<file path="config.mk">
export PLATFORM = sky130hd
export DESIGN_NAME = point_seq_reader
export DESIGN_NICKNAME = d
export VERILOG_FILES = /design/src/rtl/point_seq_reader.sv
export SDC_FILE = /design/constraint.sdc
export NUM_CORES = 1
export LEC_CHECK = 0
export CAP_MARGIN = 20
export CELL_PAD_IN_SITES_DETAIL_PLACEMENT = 0
export CELL_PAD_IN_SITES_GLOBAL_PLACEMENT = 1
export CORE_AREA = 2 2 129 131
export DETAILED_ROUTE_END_ITERATION = 6
export DIE_AREA = 0 0 131 133
export HOLD_SLACK_MARGIN = 0.08
export PLACE_DENSITY_LB_ADDON = 0.12
export SLEW_MARGIN = 20
export SYNTH_ARGS = -nofsm -noshare
export SYNTH_HDL_FRONTEND = slang
export SYNTH_SLANG_ARGS = --single-unit
</file>
<file path="constraint.sdc">
create_clock -name clk -period 3.2 [get_ports clk]
set_input_delay 0.32 -clock clk [delete_from_list [all_inputs] [get_ports clk]]
set_output_delay 0.32 -clock clk [all_outputs]
set_load 0.02 [all_outputs]
</file>
<file path="src/rtl/point_seq_reader.sv">
// rtl/point_seq_reader.sv - streams an 8-point edge-normal probe bundle as clamped integer pixels
module point_seq_reader #(
    parameter int width = 10,
    parameter int FRAC  = 4,
    parameter int XMAX  = 39,
    parameter int YMAX  = 29
) (
    input  logic                  clk,
    input  logic                  rst,
    input  logic                  flush,
    input  logic                  ld_valid,
    output logic                  ld_ready,
    input  logic [width*4-1:0]    new_xi,
    input  logic [width*4-1:0]    new_yi,
    input  logic [width*4-1:0]    new_xo,
    input  logic [width*4-1:0]    new_yo,
    output logic                  pt_valid,
    input  logic                  pt_ready,
    output logic [width-FRAC-1:0] pt_x,
    output logic [width-FRAC-1:0] pt_y,
    output logic [2:0]            pt_idx,
    output logic                  pt_oob,
    output logic                  pt_last,
    output logic                  done
);

    localparam int IW = width - FRAC;
    localparam logic [IW-1:0] XMAX_I = IW'(XMAX);
    localparam logic [IW-1:0] YMAX_I = IW'(YMAX);

    typedef enum logic {IDLE, EMIT} state_t;

    state_t               r_state;
    state_t               w_state_nxt;
    logic [width*4-1:0]   r_xi, r_yi, r_xo, r_yo;
    logic [2:0]           r_idx;
    logic [IW-1:0]        r_pt_x, r_pt_y;
    logic                 r_pt_oob, r_pt_last, r_done;

    logic                 w_load, w_hs;
    logic [2:0]           w_nidx;
    logic [1:0]           w_lane;
    logic [width*4-1:0]   w_bx, w_by;
    logic [width-1:0]     w_fx, w_fy;
    logic [IW-1:0]        w_ix, w_iy;
    logic                 w_ox, w_oy;

    // flush wins over both the load and the point handshake
    assign w_load = ld_valid && (r_state == IDLE) && !flush;
    assign w_hs   = pt_ready && (r_state == EMIT) && !flush;

    always_comb begin
        w_state_nxt = r_state;
        ld_ready    = 1'b0;
        pt_valid    = 1'b0;
        case (r_state)
            IDLE: begin
                ld_ready = 1'b1;
                if (w_load) w_state_nxt = EMIT;
            end
            EMIT: begin
                pt_valid = 1'b1;
                if (flush) w_state_nxt = IDLE;
                else if (w_hs && r_idx == 3'd7) w_state_nxt = IDLE;
            end
            default: w_state_nxt = IDLE;
        endcase
    end

    // Point about to be presented: idx 0 of the incoming bundle on load, else idx+1 of the captured one.
    // Inner lanes run 3..0 (lane = ~idx), outer lanes run 0..3 (lane = idx-4).
    assign w_nidx = w_load ? 3'd0 : r_idx + 3'd1;
    assign w_lane = w_nidx[2] ? w_nidx[1:0] : ~w_nidx[1:0];
    assign w_bx   = w_nidx[2] ? (w_load ? new_xo : r_xo) : (w_load ? new_xi : r_xi);
    assign w_by   = w_nidx[2] ? (w_load ? new_yo : r_yo) : (w_load ? new_yi : r_yi);

    always_comb begin
        w_fx = '0;
        w_fy = '0;
        for (int k = 0; k < 4; k++) begin
            if (w_lane == 2'(k)) begin
                w_fx = w_bx[k*width +: width];
                w_fy = w_by[k*width +: width];
            end
        end
    end

    assign w_ix = w_fx[width-1:FRAC];
    assign w_iy = w_fy[width-1:FRAC];
    assign w_ox = w_ix > XMAX_I;
    assign w_oy = w_iy > YMAX_I;

    always_ff @(posedge clk) begin
        if (rst) r_state <= IDLE;
        else     r_state <= w_state_nxt;
    end

    always_ff @(posedge clk) begin
        if (rst) begin
            r_xi      <= '0;
            r_yi      <= '0;
            r_xo      <= '0;
            r_yo      <= '0;
            r_idx     <= '0;
            r_pt_x    <= '0;
            r_pt_y    <= '0;
            r_pt_oob  <= 1'b0;
            r_pt_last <= 1'b0;
            r_done    <= 1'b0;
        end else begin
            r_done <= 1'b0;
            if (r_state == EMIT && flush) begin
                r_idx     <= '0;
                r_pt_x    <= '0;
                r_pt_y    <= '0;
                r_pt_oob  <= 1'b0;
                r_pt_last <= 1'b0;
            end else if (w_hs && r_idx == 3'd7) begin
                r_idx     <= '0;
                r_pt_x    <= '0;
                r_pt_y    <= '0;
                r_pt_oob  <= 1'b0;
                r_pt_last <= 1'b0;
                r_done    <= 1'b1;
            end else if (w_load || w_hs) begin
                if (w_load) begin
                    r_xi <= new_xi;
                    r_yi <= new_yi;
                    r_xo <= new_xo;
                    r_yo <= new_yo;
                end
                r_idx     <= w_nidx;
                r_pt_x    <= w_ox ? XMAX_I : w_ix;
                r_pt_y    <= w_oy ? YMAX_I : w_iy;
                r_pt_oob  <= w_ox || w_oy;
                r_pt_last <= (w_nidx == 3'd7);
            end
        end
    end

    assign pt_x    = r_pt_x;
    assign pt_y    = r_pt_y;
    assign pt_idx  = r_idx;
    assign pt_oob  = r_pt_oob;
    assign pt_last = r_pt_last;
    assign done    = r_done;

endmodule

</file>
[Word-level counts from Yosys, hierarchy flattened]
Index checks and enable logic that the tools add are counted.
Word-level totals
  register bits after elaboration: 179
  input bits: 165
  output and inout bits: 20
  word-level logic and storage cells: 61
Cells by class
  add/subtract/negate cells: 1
  magnitude comparators: 2
  equality and inequality tests: 5
  mux-type cells: 25
  bitwise operators: 4
  reduce and logical (&&, ||, !) cells: 13
Operators with widths (number)
  $mux W40: 6
  $mux W10: 8
  $mux W6: 2
  $eq A3 B3 Y1 const B: 2
  $gt A6 B5 Y1 const B: 1
  $gt A6 B6 Y1 const B: 1
  $logic_and A1 B1 Y1: 6
  $mux W1: 6
  $eq A2 B2 Y1 const B: 2
  $add A3 B1 Y3 const B: 1
  $mux W3: 1
  $not A1 Y1: 3
  $reduce_and A3 Y1: 1
  $reduce_or A3 Y1: 1
  $eq A2 B1 Y1 const B: 1
  $logic_not A2 Y1: 1
  $logic_or A1 B1 Y1: 2
  $mux W2: 1
  $not A2 Y2: 1
  $pmux W1 S2: 1
  $reduce_or A2 Y1: 1
  $logic_not A1 Y1: 1

[Longest topological paths before layout]
  word-level depth: 13
  gate-level depth with buffers: 11
  mapped depth without buffers: 8

[Worst setup path after synthesis]
OpenSTA, ideal clock, no wires.
  kind: register to register
  start: reg r_idx[0] (netlist: pt_idx[0])
  end: reg r_pt_y[0] (netlist: pt_y[0])
  setup time: 74 ps
  arrival time: 2383 ps
  required time: 3126 ps
  slack: 743 ps
  stages on the path, launching flop included: 10
  buffers on the path: 1
  period minus slack after synthesis: 2457 ps
  path through: dfxtp_1 > ha_1 > ha_1 > buf_6 > nor2_2 > a21oi_4 > o31ai_1 > a21oi_1 > or4_1 > a31oi_1
On the way
  word-level cells in the longest chain between the ends: 11
  elaborated cells between the ends (all ways): 18
  those cells by class: add/sub (1); order compare (1); eq/ne (4); mux (8); bitwise (1); reduce/logical (3)
Ends and longest elaborated chain
  start: declaration: RTL line 36  | logic [2:0] r_idx;
  start signal: assignment: RTL line 132  | r_idx <= w_nidx;
  $add A3 B1 Y3: RTL line 72  | assign w_nidx = w_load ? 3'd0 : r_idx + 3'd1;
  $mux W3: RTL line 72
  $not A2 Y2: RTL line 73  | assign w_lane = w_nidx[2] ? w_nidx[1:0] : ~w_nidx[1:0];
  $mux W2: RTL line 73
  $logic_not A2 Y1: RTL line 81  | if (w_lane == 2'(k)) begin
  $mux W10 (4 in series): RTL line 81
  $gt A6 B5 Y1: RTL line 91  | assign w_oy = w_iy > YMAX_I;
  $mux W6: RTL line 134  | r_pt_y <= w_oy ? YMAX_I : w_iy;
  end signal: assignment: RTL line 134
  end: declaration: RTL line 37  | logic [IW-1:0] r_pt_x, r_pt_y;
Parallel ways exist; a longest one is shown, timed or not.
A chain may end at the register's enable or synchronous reset.

[Worst setup path in the final report]
  start: reg r_idx[1] (netlist: pt_idx[1])
  end: reg r_pt_x[0] (netlist: pt_x[0])
On the way
  word-level cells in the longest chain between the ends: 11
  elaborated cells between the ends (all ways): 18
  those cells by class: add/sub (1); order compare (1); eq/ne (4); mux (8); bitwise (1); reduce/logical (3)
Ends and longest elaborated chain
  $add A3 B1 Y3: RTL line 72
  $mux W3: RTL line 72
  $not A2 Y2: RTL line 73
  $mux W2: RTL line 73
  $logic_not A2 Y1: RTL line 81
  $mux W10 (4 in series): RTL line 81
  $gt A6 B6 Y1: RTL line 90  | assign w_ox = w_ix > XMAX_I;
  $mux W6: RTL line 133  | r_pt_x <= w_ox ? XMAX_I : w_ix;
  end signal: assignment: RTL line 133
  end: declaration: RTL line 37
Parallel ways exist; a longest one is shown, timed or not.

==> impl_metrics.toml <==
[placed_design]
portBuffers = 120
dp_hpwl_um = 11000
detailed_place.area_um2 = 6410
dp.cells = 935
place_congestion = 0.768

[power]
total_power_mw = 3.65
irDropWorstVdd_uv = 388
switchingPower_uw = 874
p_clk_frac = 0.460
combPwrFrac = 0.119
p_seq_frac = 0.421
powerDensity_nw_per_um2 = 525
switching_share = 0.240
p_leak_nw = 2.47
p_int_mw = 2.78

[clocking]
cts_root_buffer = "clkbuf_16"
cts_resized = 0
numCtsBuffers = 17
htree_levels = 4
cts.sinks = 115
clk_latency_ns = 0.42
postCtsSetupRepairBufs = 0
cts_hold_buf = 0
cts.path.max_buffers = 2
cts_tree = "done"
clk_pin_slew_ns = 0.05

[synth]
async_flop_share = 0
synth-main-ff-cell = "dfxtp_1"
syn-num-nets = 793
synth-edff-count = 0
synthDistinctLibCells = 61
ys_warn_count = 0
ys_seq_area_frac = 0.457
syn_inst = 626
avgSynthCellArea_um2 = 8.05
syn_area_um2 = 5040
ys_ff_latch = 115

[critical_path]
r2r-start = "pt_idx[1]"
r2r_slack_ns = 0.38
startpoint = "pt_idx[1]"
r2r-end = "pt_x[0]"
slowest_delay_ns = 0.71
critPathRequiredTime_ns = 3.50
crit_fanout = 15
reg2reg_depth = 7
slowest_stage = "ha_1"
worst_setup_path_start_kind = "register"
crit_path_end = "pt_x[0]"
critPathCaptureType = "register"
critPathArrivalTime_ns = 3.12
criticalPathCategory = "reg2reg"
path_cells = "ha_1, mux2_2, a221oi_1, nor2_1, o22ai_1, a31oi_1, o221a_2"

[sta]
max_slew.worst_pin.slew_ns = 0.737
finClkSkew_ns = 0.00629
rsz0062_at_grt = "false"
tns_ns = 0
slew_headroom = 0.507
drv_slew = 0
max_freq_mhz = 355
fin_crit_sh = 0.881
setup_viol = 0
fin_crit_ns = 2.82
hold_violations = 0

[layout]
fill_cells = 1644
antenna_cells = 0
final_common_cell = "nand2_1"
finalNetCount = 902
finalInstanceArea_um2 = 6960
area_growth_pct = 38.0
final_cells = 966
layout-drive-gt1-share = 0.0925
final_cell_mix = "205 x nand2_1, 119 x clkdlybuf4s50_1, 115 x dfxtp_1, 108 x a21oi_1"

[routing]
wl_um = 15400
drc_errors = 0
viasPerCell = 4.87
drt_iter0_markers = 276
vias = 4708
drtAntennaViolNets = 0
wl_per_cell_um = 15.9
drt_pass1_iterations = 5

[grt]
grt_pass1_wl_um = 24200
grt_pass1_vias = 4521
grt_max_degree = 101
grt_use_total = 0.184
antenna_found_initial = 0
overflow = 0

[die]
fp.dieArea_um2 = 17400
design.core.area_um2 = 16200
start_util = 0.312
die_h_um = 133
rows = 47
die_w_um = 131
io_pins = 185

[job]
max_cap_violations = 0

[status]
outcome = "finished clean"

[hold_path]
hp-start = "rst"
hp-class = "in2reg"
## metrics by stage
stage / utilization / setup WS [ns] / hold WS, ns
after global routing: 0.430 / 0.168 / 0.390
after CTS: 0.429 / 0.347 / 0.357
final: 0.430 / 0.382 / 0.365
after global placement: 0.397 / 0.391 / 0.441
after floorplan: - / 0.743 / 0.431
after detailed placement: 0.397 / 0.355 / 0.445
## synthesized netlist by cell type (3+ instances only)
| master | instances | area, um^2 |
|---|---|---|
| nand2_1 | 205 | 769 |
| mux2i_1 | 15 | 150 |
| o22ai_1 | 8 | 50.1 |
| mux2_2 | 5 | 56.3 |
| a21oi_1 | 108 | 541 |
| o21ai_1 | 3 | 15.0 |
| a211oi_1 | 3 | 22.5 |
| and3_1 | 3 | 18.8 |
| dfxtp_1 | 115 | 2300 |
| a22oi_1 | 3 | 22.5 |
| nor3_1 | 5 | 25.0 |
| o21ai_0 | 16 | 80.1 |
| mux4_2 | 5 | 113 |
| inv_1 | 3 | 11.3 |
| nand3_1 | 3 | 15.0 |
| buf_6 | 6 | 67.6 |
| buf_2 | 11 | 55.1 |
| nor2b_1 | 3 | 18.8 |
| clkbuf_1 | 25 | 93.8 |
| o221ai_1 | 3 | 26.3 |
| nor2_1 | 12 | 45.0 |
| a2bb2oi_1 | 3 | 26.3 |
| o221a_1 | 3 | 33.8 |
| a21o_1 | 3 | 22.5 |
| buf_1 | 5 | 18.8 |
| a31oi_1 | 4 | 25.0 |
| nand2b_1 | 4 | 25.0 |
## critical path, delay by kind of cell, from the launching register on
| kind | cells | cell delay, ns |
|---|---|---|
| DFF | 1 | 0.33 |
| and+or+nand+nor | 1 | 0.08 |
| muxes | 1 | 0.43 |
| adders and majority gates | 1 | 0.71 |
| AOI/OAI and AO/OA | 4 | 1.14 |
## layout make-up
type	instances	area (um^2)	share of cell area
timing repair buffer	138	1360	0.195
sequential	115	2300	0.331
clock buffer	24	492	0.0707
clock inverter	6	30.0	0.00432
multi-input combinational	459	2480	0.357
inverter	4	15.0	0.00216
tap	220	275	0.0396
## worst min path at each step
stage                     to  slack (ns)  cells after the start
finish               pt_x[1]        0.36                      3
global route          pt_oob        0.39                      3
CTS                   pt_oob        0.36                      3
detailed placement  r_yo[18]        0.44                      2
global placement    r_yi[36]        0.44                      2
floorplan           r_xi[19]        0.43                      2
## power groups by stage
stage,Clock (mW),Sequential [mW],Combinational (mW)
after detailed placement,0,1.57,0.433
after global routing,1.78,1.54,0.478
after global placement,0,1.56,0.430
final,1.68,1.54,0.433
after floorplan,0,1.57,0.207
after CTS,1.71,1.54,0.434
## sequential cells by signal, indices dropped and copies added (netlist names)
signal and cells:
r_xi 24, r_xo 24, r_yi 24, r_yo 24, pt_x 6, pt_y 6
pt_idx 3, done 1, pt_last 1, pt_oob 1, r_state 1
## cell families after synthesis
family | share of synthesized area
compound gates | 0.211
xor+xnor | 0.00174
fa+ha+maj | 0.00496
buf+inv | 0.0511
flops | 0.457
mux | 0.0633
simple gates | 0.211
## layer usage
metal,up-vias,GRT usage,share of wire
met2,123,0.270,0.44
met3,15,0.0465,0.047
li1,2383,-,-
met5,-,0,0
met4,0,0.0496,0.011
met1,2187,0.267,0.51
(Power assumes the default switching activity.)
